===== src/rtl/opl3_pkg.sv =====
// Types shared by the host bus master and its users: request payload,
// operation encoding and the bus sequencer state encoding.
package opl3_pkg;

    localparam int REG_FILE_DATA_WIDTH = 8;

    typedef enum logic {
        WRITE = 1'b0,
        READ  = 1'b1
    } host_bus_op_t;

    typedef struct packed {
        host_bus_op_t                   op;
        logic                           bank_num;
        logic [7:0]                     address;
        logic [REG_FILE_DATA_WIDTH-1:0] data;
    } host_bus_req_t;

    typedef enum logic [3:0] {
        IDLE,
        A_SETUP, A_STROBE, A_HOLD, A_WAIT,
        D_SETUP, D_STROBE, D_HOLD, D_WAIT,
        R_SETUP, R_STROBE, R_HOLD
    } host_bus_state_t;

    // Chip register select: A1 picks the bank, A0 picks address (0) or data (1) port.
    function automatic logic [1:0] bus_reg_sel(input logic bank, input logic data_port);
        return {bank, data_port};
    endfunction

endpackage


===== src/rtl/host_bus_master.sv =====
// Sequences register writes (address then data cycle) and status reads on a
// slow 8-bit chip bus with programmable setup/strobe/hold/recovery timing.
module host_bus_master
    import opl3_pkg::*;
#(
    parameter int SETUP_CYCLES     = 2,
    parameter int STROBE_CYCLES    = 4,
    parameter int HOLD_CYCLES      = 2,
    parameter int ADDR_WAIT_CYCLES = 40,
    parameter int DATA_WAIT_CYCLES = 300
) (
    input  logic                           clk,
    input  logic                           reset,
    input  logic                           req_valid,
    output logic                           req_ready,
    input  host_bus_req_t                  req,
    output logic                           cs_n,
    output logic                           wr_n,
    output logic                           rd_n,
    output logic [1:0]                     address,
    output logic [REG_FILE_DATA_WIDTH-1:0] dout,
    input  logic [REG_FILE_DATA_WIDTH-1:0] din,
    output logic                           rd_valid,
    output logic [REG_FILE_DATA_WIDTH-1:0] rd_data,
    output logic                           busy
);

    localparam int MAX_AB  = (SETUP_CYCLES > STROBE_CYCLES) ? SETUP_CYCLES : STROBE_CYCLES;
    localparam int MAX_ABC = (MAX_AB > HOLD_CYCLES) ? MAX_AB : HOLD_CYCLES;
    localparam int MAX_W   = (ADDR_WAIT_CYCLES > DATA_WAIT_CYCLES) ? ADDR_WAIT_CYCLES : DATA_WAIT_CYCLES;
    localparam int MAX_CYCLES = (MAX_ABC > MAX_W) ? MAX_ABC : MAX_W;
    localparam int CNT_W = $clog2(MAX_CYCLES) + 1;

    if (SETUP_CYCLES < 1 || STROBE_CYCLES < 1 || HOLD_CYCLES < 1 ||
        ADDR_WAIT_CYCLES < 1 || DATA_WAIT_CYCLES < 1) begin : g_bad_params
        $error("host_bus_master: every timing parameter must be at least 1");
    end

    host_bus_state_t                state;
    logic [CNT_W-1:0]               cnt;
    logic                           started;
    logic                           bank_q;
    logic [7:0]                     addr_q;
    logic [REG_FILE_DATA_WIDTH-1:0] data_q;

    // Counter value loaded on entry: the state lasts (value + 1) cycles.
    function automatic logic [CNT_W-1:0] hold_for(input host_bus_state_t s);
        case (s)
            A_SETUP, D_SETUP, R_SETUP:    hold_for = CNT_W'(SETUP_CYCLES - 1);
            A_STROBE, D_STROBE, R_STROBE: hold_for = CNT_W'(STROBE_CYCLES - 1);
            A_HOLD, D_HOLD, R_HOLD:       hold_for = CNT_W'(HOLD_CYCLES - 1);
            A_WAIT:                       hold_for = CNT_W'(ADDR_WAIT_CYCLES - 1);
            D_WAIT:                       hold_for = CNT_W'(DATA_WAIT_CYCLES - 1);
            default:                      hold_for = '0;
        endcase
    endfunction

    function automatic host_bus_state_t next_state(input host_bus_state_t s);
        case (s)
            A_SETUP:  next_state = A_STROBE;
            A_STROBE: next_state = A_HOLD;
            A_HOLD:   next_state = A_WAIT;
            A_WAIT:   next_state = D_SETUP;
            D_SETUP:  next_state = D_STROBE;
            D_STROBE: next_state = D_HOLD;
            D_HOLD:   next_state = D_WAIT;
            R_SETUP:  next_state = R_STROBE;
            R_STROBE: next_state = R_HOLD;
            default:  next_state = IDLE;
        endcase
    endfunction

    // started keeps req_ready low until the first edge after reset release.
    assign req_ready = started && (state == IDLE);
    assign busy      = (state != IDLE);

    always_ff @(posedge clk or posedge reset) begin
        if (reset) begin
            state    <= IDLE;
            cnt      <= '0;
            started  <= 1'b0;
            bank_q   <= 1'b0;
            addr_q   <= '0;
            data_q   <= '0;
            cs_n     <= 1'b1;
            wr_n     <= 1'b1;
            rd_n     <= 1'b1;
            address  <= '0;
            dout     <= '0;
            rd_valid <= 1'b0;
            rd_data  <= '0;
        end else begin
            started  <= 1'b1;
            rd_valid <= 1'b0;

            // Bus pins follow the current state one cycle late.
            cs_n <= !(state inside {A_SETUP, A_STROBE, A_HOLD, D_SETUP, D_STROBE, D_HOLD,
                                    R_SETUP, R_STROBE, R_HOLD});
            wr_n <= !(state inside {A_STROBE, D_STROBE});
            rd_n <= (state != R_STROBE);
            case (state)
                A_SETUP, A_STROBE, A_HOLD: begin
                    address <= bus_reg_sel(bank_q, 1'b0);
                    dout    <= addr_q;
                end
                D_SETUP, D_STROBE, D_HOLD: begin
                    address <= bus_reg_sel(bank_q, 1'b1);
                    dout    <= data_q;
                end
                R_SETUP, R_STROBE, R_HOLD: address <= 2'b00;
                default: ;
            endcase

            if (state == IDLE) begin
                if (req_valid && req_ready) begin
                    bank_q <= req.bank_num;
                    addr_q <= req.address;
                    data_q <= req.data;
                    state  <= (req.op == WRITE) ? A_SETUP : R_SETUP;
                    cnt    <= hold_for((req.op == WRITE) ? A_SETUP : R_SETUP);
                end
            end else if (cnt != '0) begin
                cnt <= cnt - CNT_W'(1);
            end else begin
                state <= next_state(state);
                cnt   <= hold_for(next_state(state));
            end

            if (state == R_STROBE && cnt == '0) begin
                rd_data  <= din;
                rd_valid <= 1'b1;
            end
        end
    end

endmodule


===== config.mk =====
export PLATFORM = sky130hd
export DESIGN_NAME = host_bus_master
export DESIGN_NICKNAME = d
export VERILOG_FILES = /design/src/rtl/opl3_pkg.sv /design/src/rtl/host_bus_master.sv
export SDC_FILE = /design/constraint.sdc
export NUM_CORES = 1
export LEC_CHECK = 0
export BUFFER_PORTS_ARGS = -buffer_cell sky130_fd_sc_hd__buf_2
export CORE_UTILIZATION = 50
export CTS_BUF_LIST = sky130_fd_sc_hd__clkbuf_4
export DETAILED_ROUTE_END_ITERATION = 6
export HOLD_SLACK_MARGIN = 0.03
export PLACE_DENSITY = 0.8
export SETUP_SLACK_MARGIN = 0.05
export SKIP_CTS_REPAIR_TIMING = 1
export SYNTH_ARGS = -nofsm -noshare
export SYNTH_HDL_FRONTEND = slang
export SYNTH_SLANG_ARGS = --single-unit

===== constraint.sdc =====
create_clock -name clk -period 4 [get_ports clk]
set_input_delay 0.2 -clock clk [delete_from_list [all_inputs] [get_ports clk]]
set_output_delay 0.2 -clock clk [all_outputs]
set_load 0.02 [all_outputs]

==> results.md <==
Outcome:
- The flow ran to the end, and the final reports show no timing, DRC or antenna violations.

Place:
- Once detailed placement completed, the half-perimeter wirelength came to 3656 µm.
- OpenSTA, run right after detailed placement, puts the worst setup slack at 1.580 ns.
- At the end of routability-driven placement, the weighted congestion stood at 0.8573.
- Buffers placed on the I/O ports in this run total 52.

Floorplan:
- Row generation in the floorplan step produced 26 rows.
- The die height is 75.47 µm.
- In this run the standard cell core region covers 5140 µm².
- The horizontal die dimension is 75.47 µm.
- The number of top-level pins is 53.
- The die covers 5696 µm².
- The effective utilization at floorplan is 52.51%.

Worst hold path:
- The worst hold path belongs to the class primary input to asynchronous set/reset pin.

STA:
- In the finished design, the share of the clock period the worst path needs comes to 62.01%.
- Setup violations remaining at the end of the flow were counted as 0.
- Hold timing on the final database bottoms out at a slack of 0.03912 ns.
- The peak clock frequency supported by timing is 0.4032 GHz.
- At the pin with the least slew margin, the transition time is 1.048 ns.
- The count of endpoints failing hold in the final timing report came to 0.
- The final-report max-slew violation count is 0.
- The slack of the critical path is 1.520 ns.
- The final worst clock skew is 0.01844 ns.
- Subtracting the final worst setup slack from the clock period gives 2.480 ns.
- The aggregate negative setup slack is 0 ns.
- Setup repair after global routing left no endpoint under its margin.
- The worst slew slack as a fraction of its limit is 30.05%.

Yosys:
- Ranked by total cell area, the synthesized netlist is headed by sky130_fd_sc_hd__dfrtp_1 (47%), sky130_fd_sc_hd__mux2_2 (11%), sky130_fd_sc_hd__mux2i_1 (3.3%).
- The instance count of the mapped netlist is 237.
- The most used flip-flop cell after synthesis is sky130_fd_sc_hd__dfrtp_1.
- The cell area after technology mapping is 2699 µm².
- The flip-flop and latch count after synthesis is 54.
- The synthesized netlist net count is 273.
- The top cell type by area accounts for 47.29% of the synthesized area.
- For this run, asynchronously set or reset flops after synthesis account for 100.0%.
- In this run the mean area of a mapped cell was 11.39 µm².
- Sequential elements use 50.21% of the synthesized area.
- The number of synthesized flops with an enable pin is 0.
- During synthesis, Yosys emitted a total of 0 warnings.
- The count of distinct cell types in the synthesized netlist is 54.
- The cell taking the most area after synthesis is sky130_fd_sc_hd__dfrtp_1.

Finish:
- 0 antenna diodes ended up in the layout.
- The top cell types in the final layout, fill and taps aside, are sky130_fd_sc_hd__buf_2 (52), sky130_fd_sc_hd__dfrtp_1 (51), sky130_fd_sc_hd__mux2_2 (26), sky130_fd_sc_hd__nor2_1 (21), sky130_fd_sc_hd__a21oi_1 (13).
- The area added between synthesis and finish is 18.36%.
- The library cell used most frequently in the layout, excluding fill and tap cells, is sky130_fd_sc_hd__buf_2.
- Registers take 1355 µm².
- The fraction of layout cells with a size suffix above 1 is 35.57%.
- The number of nets at the end of the flow is 333.
- The multi-input combinational cells in the finished layout cover a total of 1246 µm².
- After filler insertion, the fill cell instance count of the layout stands at 432.

Detailed routing:
- The count of routing violations after the opening detailed-route iteration is 97.
- The number of vias per cell is 5.609.
- The routed length per instance is 14.35 µm.
- Wires add up to 5281 µm.
- The number of antenna-violating nets in the routed design is 0.
- Detailed routing inserted a total of 2,064 vias.
- Before antenna repair, the detailed router went through 4 iterations.
- The DRC violation count after routing is 0.

Worst setup path:
- The kind of critical path is flop to flop.
- The worst setup path is captured at a flop.
- The data arrival time of the worst path is 2.77 ns.
- At the worst endpoint, the required time is 4.29 ns.
- Walking the worst path, the cells encountered are inv_1, ha_1, nor3b_4, inv_2, nor2_1, buf_4, mux2_2.
- The kind of launch point of the worst setup path is a flop.
- The slowest stage cell on the critical path is sky130_fd_sc_hd__nor3b_4.
- Of all nets on the critical path, the largest fanout is 20.
- The largest single stage delay on the critical path is 0.51 ns.

Global route:
- The first global-routing pass estimated 7976 µm of wire.
- The leftover overflow at the end of global routing is 0.
- The global-route usage over all layers is 18.39%.
- Entering global routing, the biggest net connects 55 pins.
- The number of global-route vias before repair is 1,796.
- The initial antenna violation count is 0.

Clock tree:
- The buffer type at the clock tree root is sky130_fd_sc_hd__clkbuf_4.
- The TritonCTS clock tree is built.
- The number of buffers created by CTS is 5.
- The maximum root-to-sink buffer count is 2.
- The H-tree depth is 2.
- The clock insertion delay at the later pin of the skew report is 0.38 ns.
- The clock sink total is 54.
- Clock-pin slew was measured on the worst setup and hold paths at 0.16 ns.

Run:
- Max-cap violations in this run came to 0.

Power:
- The cell area power density is 287.6 nW/µm².
- The highest ir drop seen on vdd is 0.2164 mV.
- The analysis attributes to cell leakage a power of 1.566 nW.
- The completed layout was analyzed and its total power is 918.7 µW.
## worst paths after layout
check | startpoint | to | slack [ns] | cells past startpoint
worst max-delay path | state[0]$_DFFE_PP0P_ | data_q[2]$_DFFE_PP0P_ | 1.52 | 7
min in group clk | req[11] | addr_q[3]$_DFFE_PP0P_ | 0.04 | 2
max in group asynchronous | reset | state[3]$_DFFE_PP0P_ | 3.30 | 2
worst max register to register | state[0]$_DFFE_PP0P_ | data_q[2]$_DFFE_PP0P_ | 1.52 | 7
worst min register to register | address[0]$_DFFE_PP0P_ | address[0]$_DFFE_PP0P_ | 0.50 | 1
worst min-delay path | reset | data_q[0]$_DFFE_PP0P_ | 0.04 | 2
## synth_stat cells, drive strengths merged, types with 3 or more instances
cell type	number
a21oi	13
buf	9
clkbuf	3
dfrtp	51
dfstp	3
ha	7
inv	9
mux2	27
mux2i	9
nand2	8
nand2b	6
nand3	6
nand4	3
nor2	21
nor3	11
nor3b	4
nor4	5
o21ai	6
o31ai	3
## power breakdown
part	switching (mW)	total [mW]	internal (mW)	leakage (nW)
combinational	0.0232	0.0459	0.0227	0.830
clock	0.184	0.320	0.136	0.0433
sequential	0.00231	0.553	0.551	0.693
## routing by layer
metal  global-route usage (%)  wire, µm  up-vias  share of wire, %
li1                         -         -      967                 -
met1                    24.66      2368     1024                45
met2                    30.16      2626       62                50
met3                    3.968       209       11               4.0
met4                    5.556        77        0               1.5
met5                        0         0        -                 0
## sequential cells by signal, summed over array words and instances (netlist names)
name      cells
cnt          10
addr_q        8
data_q        8
dout          8
rd_data       8
state         4
address       2
bank_q        1
cs_n          1
rd_n          1
rd_valid      1
started       1
wr_n          1
## worst max-delay path: cells and delay by family (launching register included)
family / cells / cell delay, ns
adder cells (fa/ha/maj): 1 / 0.21
buffers and inverters: 3 / 0.64
flip-flops: 1 / 0.48
multiplexers: 1 / 0.37
AND/OR/NAND/NOR: 2 / 0.66
## cell families (layout without fill, tap and decap cells)
| family | count (synthesis) | after routing | synth area share, % |
|---|---|---|---|
| AND/OR/NAND/NOR | 76 | 76 | 16.69 |
| flip-flops | 54 | 54 | 50.21 |
| AO/OA/AOI/OAI | 41 | 41 | 10.85 |
| multiplexers | 36 | 36 | 14.74 |
| buffers and inverters | 21 | 82 | 3.801 |
| adder cells (fa/ha/maj) | 7 | 7 | 3.245 |
| other | 1 | 1 | 0.1389 |
| XOR/XNOR | 1 | 1 | 0.3246 |
## metrics by stage
step	instance area, µm²	std cells	util, %
2_1_floorplan	2699	237	-
3_3_place_gp	2998	349	58.33
3_5_place_dp	2998	349	58.33
4_1_cts	3084	357	60.00
5_1_grt	3194	368	62.15
6_report	3194	368	62.15
## area by class of cell
cell class / count / area share, %
clock buffers: 5 / 1.175
clock inverters: 3 / 1.528
inverters: 9 / 1.058
multi-input cells: 162 / 39.01
flip-flops and latches: 54 / 42.42
well taps: 70 / 2.742
repair buffers: 65 / 12.06
No activity file was read; power rests on OpenSTA's default activity.
